--- config.mk ---
export PLATFORM = sky130hd
export DESIGN_NAME = regfile_wb
export DESIGN_NICKNAME = d
export VERILOG_FILES = /design/src/rtl/cpu_pkg.sv /design/src/rtl/regfile_array.sv /design/src/rtl/regfile_wb.sv
export SDC_FILE = /design/constraint.sdc
export NUM_CORES = 2
export LEC_CHECK = 0
export CAP_MARGIN = 5
export CORE_ASPECT_RATIO = 0.6
export CORE_MARGIN = 2
export CORE_UTILIZATION = 30
export DETAILED_ROUTE_END_ITERATION = 12
export GPL_TIMING_DRIVEN = 0
export PLACE_DENSITY = 0.52
export SLEW_MARGIN = 5
export SYNTH_ARGS = -nofsm -noshare
export SYNTH_HDL_FRONTEND = slang
export SYNTH_HIERARCHICAL = 1
export SYNTH_SLANG_ARGS = --single-unit
--- constraint.sdc ---
create_clock -name clk -period 3.22 [get_ports clk]
set_clock_uncertainty 0.15 [all_clocks]
set_input_delay 0.644 -clock clk [delete_from_list [all_inputs] [get_ports clk]]
set_output_delay 0.644 -clock clk [all_outputs]
set_load 0.02 [all_outputs]
--- src/rtl/cpu_pkg.sv ---
// Shared CPU datapath constants and types used by the register file slice.
package cpu_pkg;
  localparam int unsigned DATA_W     = 32;
  localparam int unsigned REG_ADDR_W = 5;
  localparam int unsigned ZERO_REG   = 0;
  localparam int unsigned NUM_REGS   = 1 << REG_ADDR_W;

  typedef logic [DATA_W-1:0]     word_t;
  typedef logic [REG_ADDR_W-1:0] reg_addr_t;

  function automatic logic is_zero_reg(input reg_addr_t a);
    return a == reg_addr_t'(ZERO_REG);
  endfunction
endpackage

--- src/rtl/regfile_array.sv ---
// 31x32 register storage: one synchronous write port, two asynchronous read ports.
module regfile_array
  import cpu_pkg::*;
(
  input  logic                  clk,
  input  logic                  rst_n,
  input  logic                  we,
  input  logic [REG_ADDR_W-1:0] waddr,
  input  logic [DATA_W-1:0]     wdata,
  input  logic [REG_ADDR_W-1:0] raddr1,
  input  logic [REG_ADDR_W-1:0] raddr2,
  output logic [DATA_W-1:0]     rdata1,
  output logic [DATA_W-1:0]     rdata2
);

  word_t mem_q [NUM_REGS-1:1];
  word_t mem_d [NUM_REGS-1:1];

  always_comb begin
    mem_d = mem_q;
    if (we && !is_zero_reg(waddr)) mem_d[waddr] = wdata;
  end

  always_ff @(posedge clk or negedge rst_n) begin
    if (!rst_n) mem_q <= '{default: '0};
    else        mem_q <= mem_d;
  end

  // r0 has no storage; it reads as a hardwired zero.
  always_comb begin
    rdata1 = is_zero_reg(raddr1) ? '0 : mem_q[raddr1];
    rdata2 = is_zero_reg(raddr2) ? '0 : mem_q[raddr2];
  end

endmodule

--- src/rtl/regfile_wb.sv ---
// Writeback-stage register file with optional same-cycle forwarding and a
// per-register pending-write scoreboard that generates the decode stall.
module regfile_wb
  import cpu_pkg::*;
#(
  parameter int unsigned BYPASS = 1,
  parameter int unsigned PEND_W = 2
) (
  input  logic                  clk,
  input  logic                  rst_n,
  input  logic                  reg_write_w,
  input  logic                  mem_to_reg_w,
  input  logic [DATA_W-1:0]     alu_result_w,
  input  logic [DATA_W-1:0]     read_data_w,
  input  logic [REG_ADDR_W-1:0] write_reg_w,
  input  logic [REG_ADDR_W-1:0] rs_d,
  input  logic [REG_ADDR_W-1:0] rt_d,
  input  logic                  issue_d,
  input  logic [REG_ADDR_W-1:0] dest_d,
  output logic [DATA_W-1:0]     rd1_d,
  output logic [DATA_W-1:0]     rd2_d,
  output logic [DATA_W-1:0]     result_w,
  output logic                  stall_d,
  output logic                  sb_err
);

  localparam logic [PEND_W-1:0] PEND_MAX = '1;
  localparam logic [PEND_W-1:0] PEND_ONE = PEND_W'(1);

  logic [PEND_W-1:0] pend_q [NUM_REGS-1:1];
  logic [PEND_W-1:0] pend_d [NUM_REGS-1:1];
  logic              sb_err_q, sb_err_d;
  logic              wb_en;
  logic              issue_eff;
  logic              stall_rs, stall_rt;
  word_t             arr_rd1, arr_rd2;

  assign result_w = mem_to_reg_w ? read_data_w : alu_result_w;
  assign wb_en    = reg_write_w && !is_zero_reg(write_reg_w);

  regfile_array u_array (
    .clk    (clk),
    .rst_n  (rst_n),
    .we     (wb_en),
    .waddr  (write_reg_w),
    .wdata  (result_w),
    .raddr1 (rs_d),
    .raddr2 (rt_d),
    .rdata1 (arr_rd1),
    .rdata2 (arr_rd2)
  );

  always_comb begin
    rd1_d = arr_rd1;
    rd2_d = arr_rd2;
    if (BYPASS != 0 && wb_en && write_reg_w == rs_d) rd1_d = result_w;
    if (BYPASS != 0 && wb_en && write_reg_w == rt_d) rd2_d = result_w;
  end

  // A last outstanding write that retires this cycle is forwarded, so it need not stall.
  function automatic logic src_stall(input reg_addr_t src, input logic [PEND_W-1:0] pend,
                                     input logic wb_hit);
    if (is_zero_reg(src) || pend == '0) return 1'b0;
    return !(BYPASS != 0 && pend == PEND_ONE && wb_hit);
  endfunction

  always_comb begin
    stall_rs  = src_stall(rs_d, is_zero_reg(rs_d) ? '0 : pend_q[rs_d],
                          wb_en && write_reg_w == rs_d);
    stall_rt  = src_stall(rt_d, is_zero_reg(rt_d) ? '0 : pend_q[rt_d],
                          wb_en && write_reg_w == rt_d);
    stall_d   = stall_rs || stall_rt;
    issue_eff = issue_d && !stall_d && !is_zero_reg(dest_d);
  end

  always_comb begin
    pend_d   = pend_q;
    sb_err_d = sb_err_q;
    for (int unsigned i = 1; i < NUM_REGS; i++) begin
      logic inc, dec;
      inc = issue_eff && dest_d == reg_addr_t'(i);
      dec = wb_en && write_reg_w == reg_addr_t'(i);
      if (inc && !dec) begin
        if (pend_q[i] == PEND_MAX) sb_err_d = 1'b1;
        else                       pend_d[i] = pend_q[i] + PEND_ONE;
      end else if (dec && !inc) begin
        if (pend_q[i] == '0) sb_err_d = 1'b1;
        else                 pend_d[i] = pend_q[i] - PEND_ONE;
      end
    end
  end

  always_ff @(posedge clk or negedge rst_n) begin
    if (!rst_n) begin
      pend_q   <= '{default: '0};
      sb_err_q <= 1'b0;
    end else begin
      pend_q   <= pend_d;
      sb_err_q <= sb_err_d;
    end
  end

  assign sb_err = sb_err_q;

endmodule

==> impl_metrics.env <==
export IMPL_grtUsageTotal_pct=25.4
export IMPL_drc=0
export IMPL_grt_overflow=0
export IMPL_hp_start="u_array/mem_q[411]"
export IMPL_portBuffers=181
export IMPL_vias=49689
export IMPL_worst_path_stages=13
export IMPL_ir_worst_vdd_mv=0.454
export IMPL_max_freq_mhz=247
export IMPL_antenna_found_initial=7
export IMPL_path_max_fanout=10
export IMPL_synth_top_area_cell="dfrtp_1"
export IMPL_placed_area_mm2=0.0666
export IMPL_rrSetupSlack_ns=-0.82
export IMPL_dieHeight_um=353
export IMPL_p_leak_nw=34.6
export IMPL_layout_drive_gt1_share_pct=50.4
export IMPL_gp_congestion=1.01
export IMPL_place_ws_ns=-3.13
export IMPL_numCtsBuffers=105
export IMPL_slew_viol_final=0
export IMPL_firstDrtPassIters=7
export IMPL_min_to="u_array/mem_q[411]"
export IMPL_cp_data_required_time_ns=3.77
export IMPL_yosysTopAreaCellShare_pct=43.3
export IMPL_synth_edf_count=0
export IMPL_yosysSeqAreaShare_pct=43.3
export IMPL_crit_path_top_delay_cell="o41ai_1"
export IMPL_fin_area_mm2=0.0811
export IMPL_area_delta_synth_final_pct=33.0
export IMPL_synth_flop_cell="dfrtp_1"
export IMPL_cts_num_sinks=1055
export IMPL_ys_seq_elements=1055
export IMPL_synth_avg_cell_area_um2=12.1
export IMPL_min_period_ns=4.04
export IMPL_synth_cells=5059
export IMPL_rr_worst_depth=13
export IMPL_cp_buffers_inverters=1
export IMPL_status="finished, violations left"
export IMPL_timing_rr_start="pend_q[60]"
export IMPL_nNetsFinal=5758
export IMPL_critPathTopFamily="compound AO/OA/AOI/OAI gates"
export IMPL_grt_max_degree=163
export IMPL_violations="capacitance limit, setup timing"
export IMPL_synthArstFlopShare_pct=100
export IMPL_grt_pass1_vias=48441
export IMPL_powerDensity_mw_per_mm2=534
export IMPL_via_per_inst=5.90
export IMPL_grt_pass1_wl_um=375000
export IMPL_insertion_delay_ns=0.75
export IMPL_tightest_slew_ns=1.46
export IMPL_critPathLaunchType="register"
export IMPL_die_area_mm2=0.207
export IMPL_max_stage_delay_ns=0.98
export IMPL_yosys_warnings=6
export IMPL_crit_path_cell_trace="mux2i_1 > mux4_2 > nand2_1 > a32oi_2 > o22ai_4 > buf_12 > nor4_4 > ha_4 > o41ai_1 > a311oi_4 > nand4_1 > nor4_2 > nand2_1"
export IMPL_finalHoldViolCount=0
export IMPL_fp_dieW_um=586
export IMPL_rsz0062_at_grt="true"
export IMPL_syn_num_nets=5210
export IMPL_filler_cell_count=19059
export IMPL_finalWorstSetupSlack_ns=-0.821
export IMPL_holdWs_ns=0.368
export IMPL_min_path_type="reg -> reg"
export IMPL_synth_distinct_cells=59
export IMPL_totalWireLength_um=274000
export IMPL_cts_buffer_depth=3
export IMPL_finalCoreUtilization_pct=40.0
export IMPL_wl_per_cell_um=32.5
export IMPL_end_kind="register"
export IMPL_period_share_pct=125
export IMPL_cp_arrival_ns=4.59
export IMPL_hold_depth=1
export IMPL_ios=187
export IMPL_htreeDepth=3
export IMPL_path_class="reg -> reg"
export IMPL_hpwl_um=197000
export IMPL_postRouteAntennaNets=0
export IMPL_path_clk_slew_ns=0.08
export IMPL_crit_top_cell="nand2_1"
export IMPL_cts_root_buf="clkbuf_16"
export IMPL_drt_iter0_drc=5492
export IMPL_cts_tree="done"
export IMPL_num_rows=128
export IMPL_coreArea_mm2=0.202
export IMPL_max_slew_margin_pct=2.03
export IMPL_synth_area_mm2=0.0610
export IMPL_finalSetupViolCount=301
export IMPL_setup_tns_ns=-75.63
export IMPL_floorplan_initialDensity_pct=30.1
export IMPL_maxCapViolCount=1
export IMPL_r2r_end="sb_err"
export IMPL_synth_area_top_cells="dfrtp_1 43%, mux2_2 20%, mux2i_1 11%"
how the worst max path moves through the flow:
| stage | start | to |
|---|---|---|
| 6_report | pend_q[60] | sb_err |
| 5_1_grt | pend_q[40] | sb_err |
| 4_1_cts | pend_q[40] | sb_err |
| 3_5_place_dp | rt_d[2] | rd2_d[0] |
| 3_3_place_gp | rst_n | u_array/mem_q[965] |
| 2_1_floorplan | rs_d[1] | sb_err |
through the flow:
step / power [mW] / std cells
final: 43.3 / 8428
after global routing: 44.9 / 8426
after CTS: 42.3 / 8340
after detailed placement: 27.5 / 7979
after global placement: 27.2 / 7970
after floorplan: 23.9 / 5059
timing repair:
item | CTS | global route
resized for setup | 1805 | 524
setup buffers | 148 | 97
endpoints found under the setup margin | 1321 | 481
cloned | 22 | 10
pin swaps | 243 | 242
hold buffers | 3 | 1
endpoints found under the hold margin | 80 | 162
state kept, by name, indices dropped and copies added, names as in the netlist:
register       flops
u_array/mem_q    992
pend_q            62
sb_err             1
placed cells by master, fill, tap and decap left out, drive strengths merged, types with 27 or more instances in the layout:
cell type / netlist / final
nand2: 108 / 109
nor4: 71 / 71
nor2b: 87 / 87
buf: 276 / 624
clkbuf: 217 / 358
a21oi: 124 / 124
nand4: 38 / 38
dfrtp: 1055 / 1055
a22oi: 68 / 68
o22ai: 289 / 289
nor2: 113 / 113
ha: 62 / 62
inv: 74 / 72
a221oi: 34 / 34
mux2: 1124 / 1124
clkdlybuf4s50: 0 / 87
mux2i: 655 / 655
o21ai: 65 / 65
or3: 34 / 34
a221o: 32 / 32
nor4b: 27 / 27
nor3: 134 / 134
mux4: 146 / 146
a211oi: 64 / 64
cell usage after synthesis, drive strengths merged, types with 3 or more instances:
cell type,count
mux2,1124
dfrtp,1055
mux2i,655
o22ai,289
buf,276
clkbuf,217
mux4,146
nor3,134
a21oi,124
nor2,113
nand2,108
nor2b,87
inv,74
nor4,71
a22oi,68
o21ai,65
a211oi,64
ha,62
nand4,38
a221oi,34
or3,34
a221o,32
nor4b,27
nand3,25
a31oi,21
nand2b,18
o21bai,18
o31ai,12
a21boi,11
and3,11
and2,6
xnor2,6
or2,5
xor2,4
a311oi,3
nand3b,3
nand4b,3
o2111ai,3
routing by layer:
| metal | wire (µm) | vias to the layer above | global-route usage, % | part of all wire (%) |
|---|---|---|---|---|
| li1 | - | 20282 | - | - |
| met1 | 125000 | 26285 | 38.2 | 46 |
| met2 | 105000 | 2704 | 33.1 | 38 |
| met3 | 35600 | 410 | 10.0 | 13 |
| met4 | 7580 | 8 | 6.06 | 2.8 |
| met5 | 59 | - | 0 | 0.022 |
power by group:
group	leakage [nW]	switching, mW	internal, mW
Clock	1.77	5.86	7.41
Combinational	19.3	5.95	6.06
Sequential	13.5	2.08	15.9
logic make-up after synthesis:
group           after synthesis  synth area share [%]
buf+inv                     567                  4.25
mux                        1925                  36.9
fa+ha+maj                    62                  1.27
flops                      1055                  43.3
simple gates                688                  6.00
xor+xnor                     10                 0.144
compound gates              752                  8.10
final cells by class:
type,instances,area [µm²],area share (%)
Antenna cell,2,5.00,0.00617
Buffer,479,4590,5.66
Clock buffer,159,3110,3.84
Clock inverter,37,480,0.593
Inverter,74,312,0.384
Multi-Input combinational cell,3439,37300,46.0
Sequential cell,1055,26400,32.6
Tap cell,2730,3420,4.21
Timing Repair Buffer,453,5430,6.69
Power figures use the tool's default switching activity.
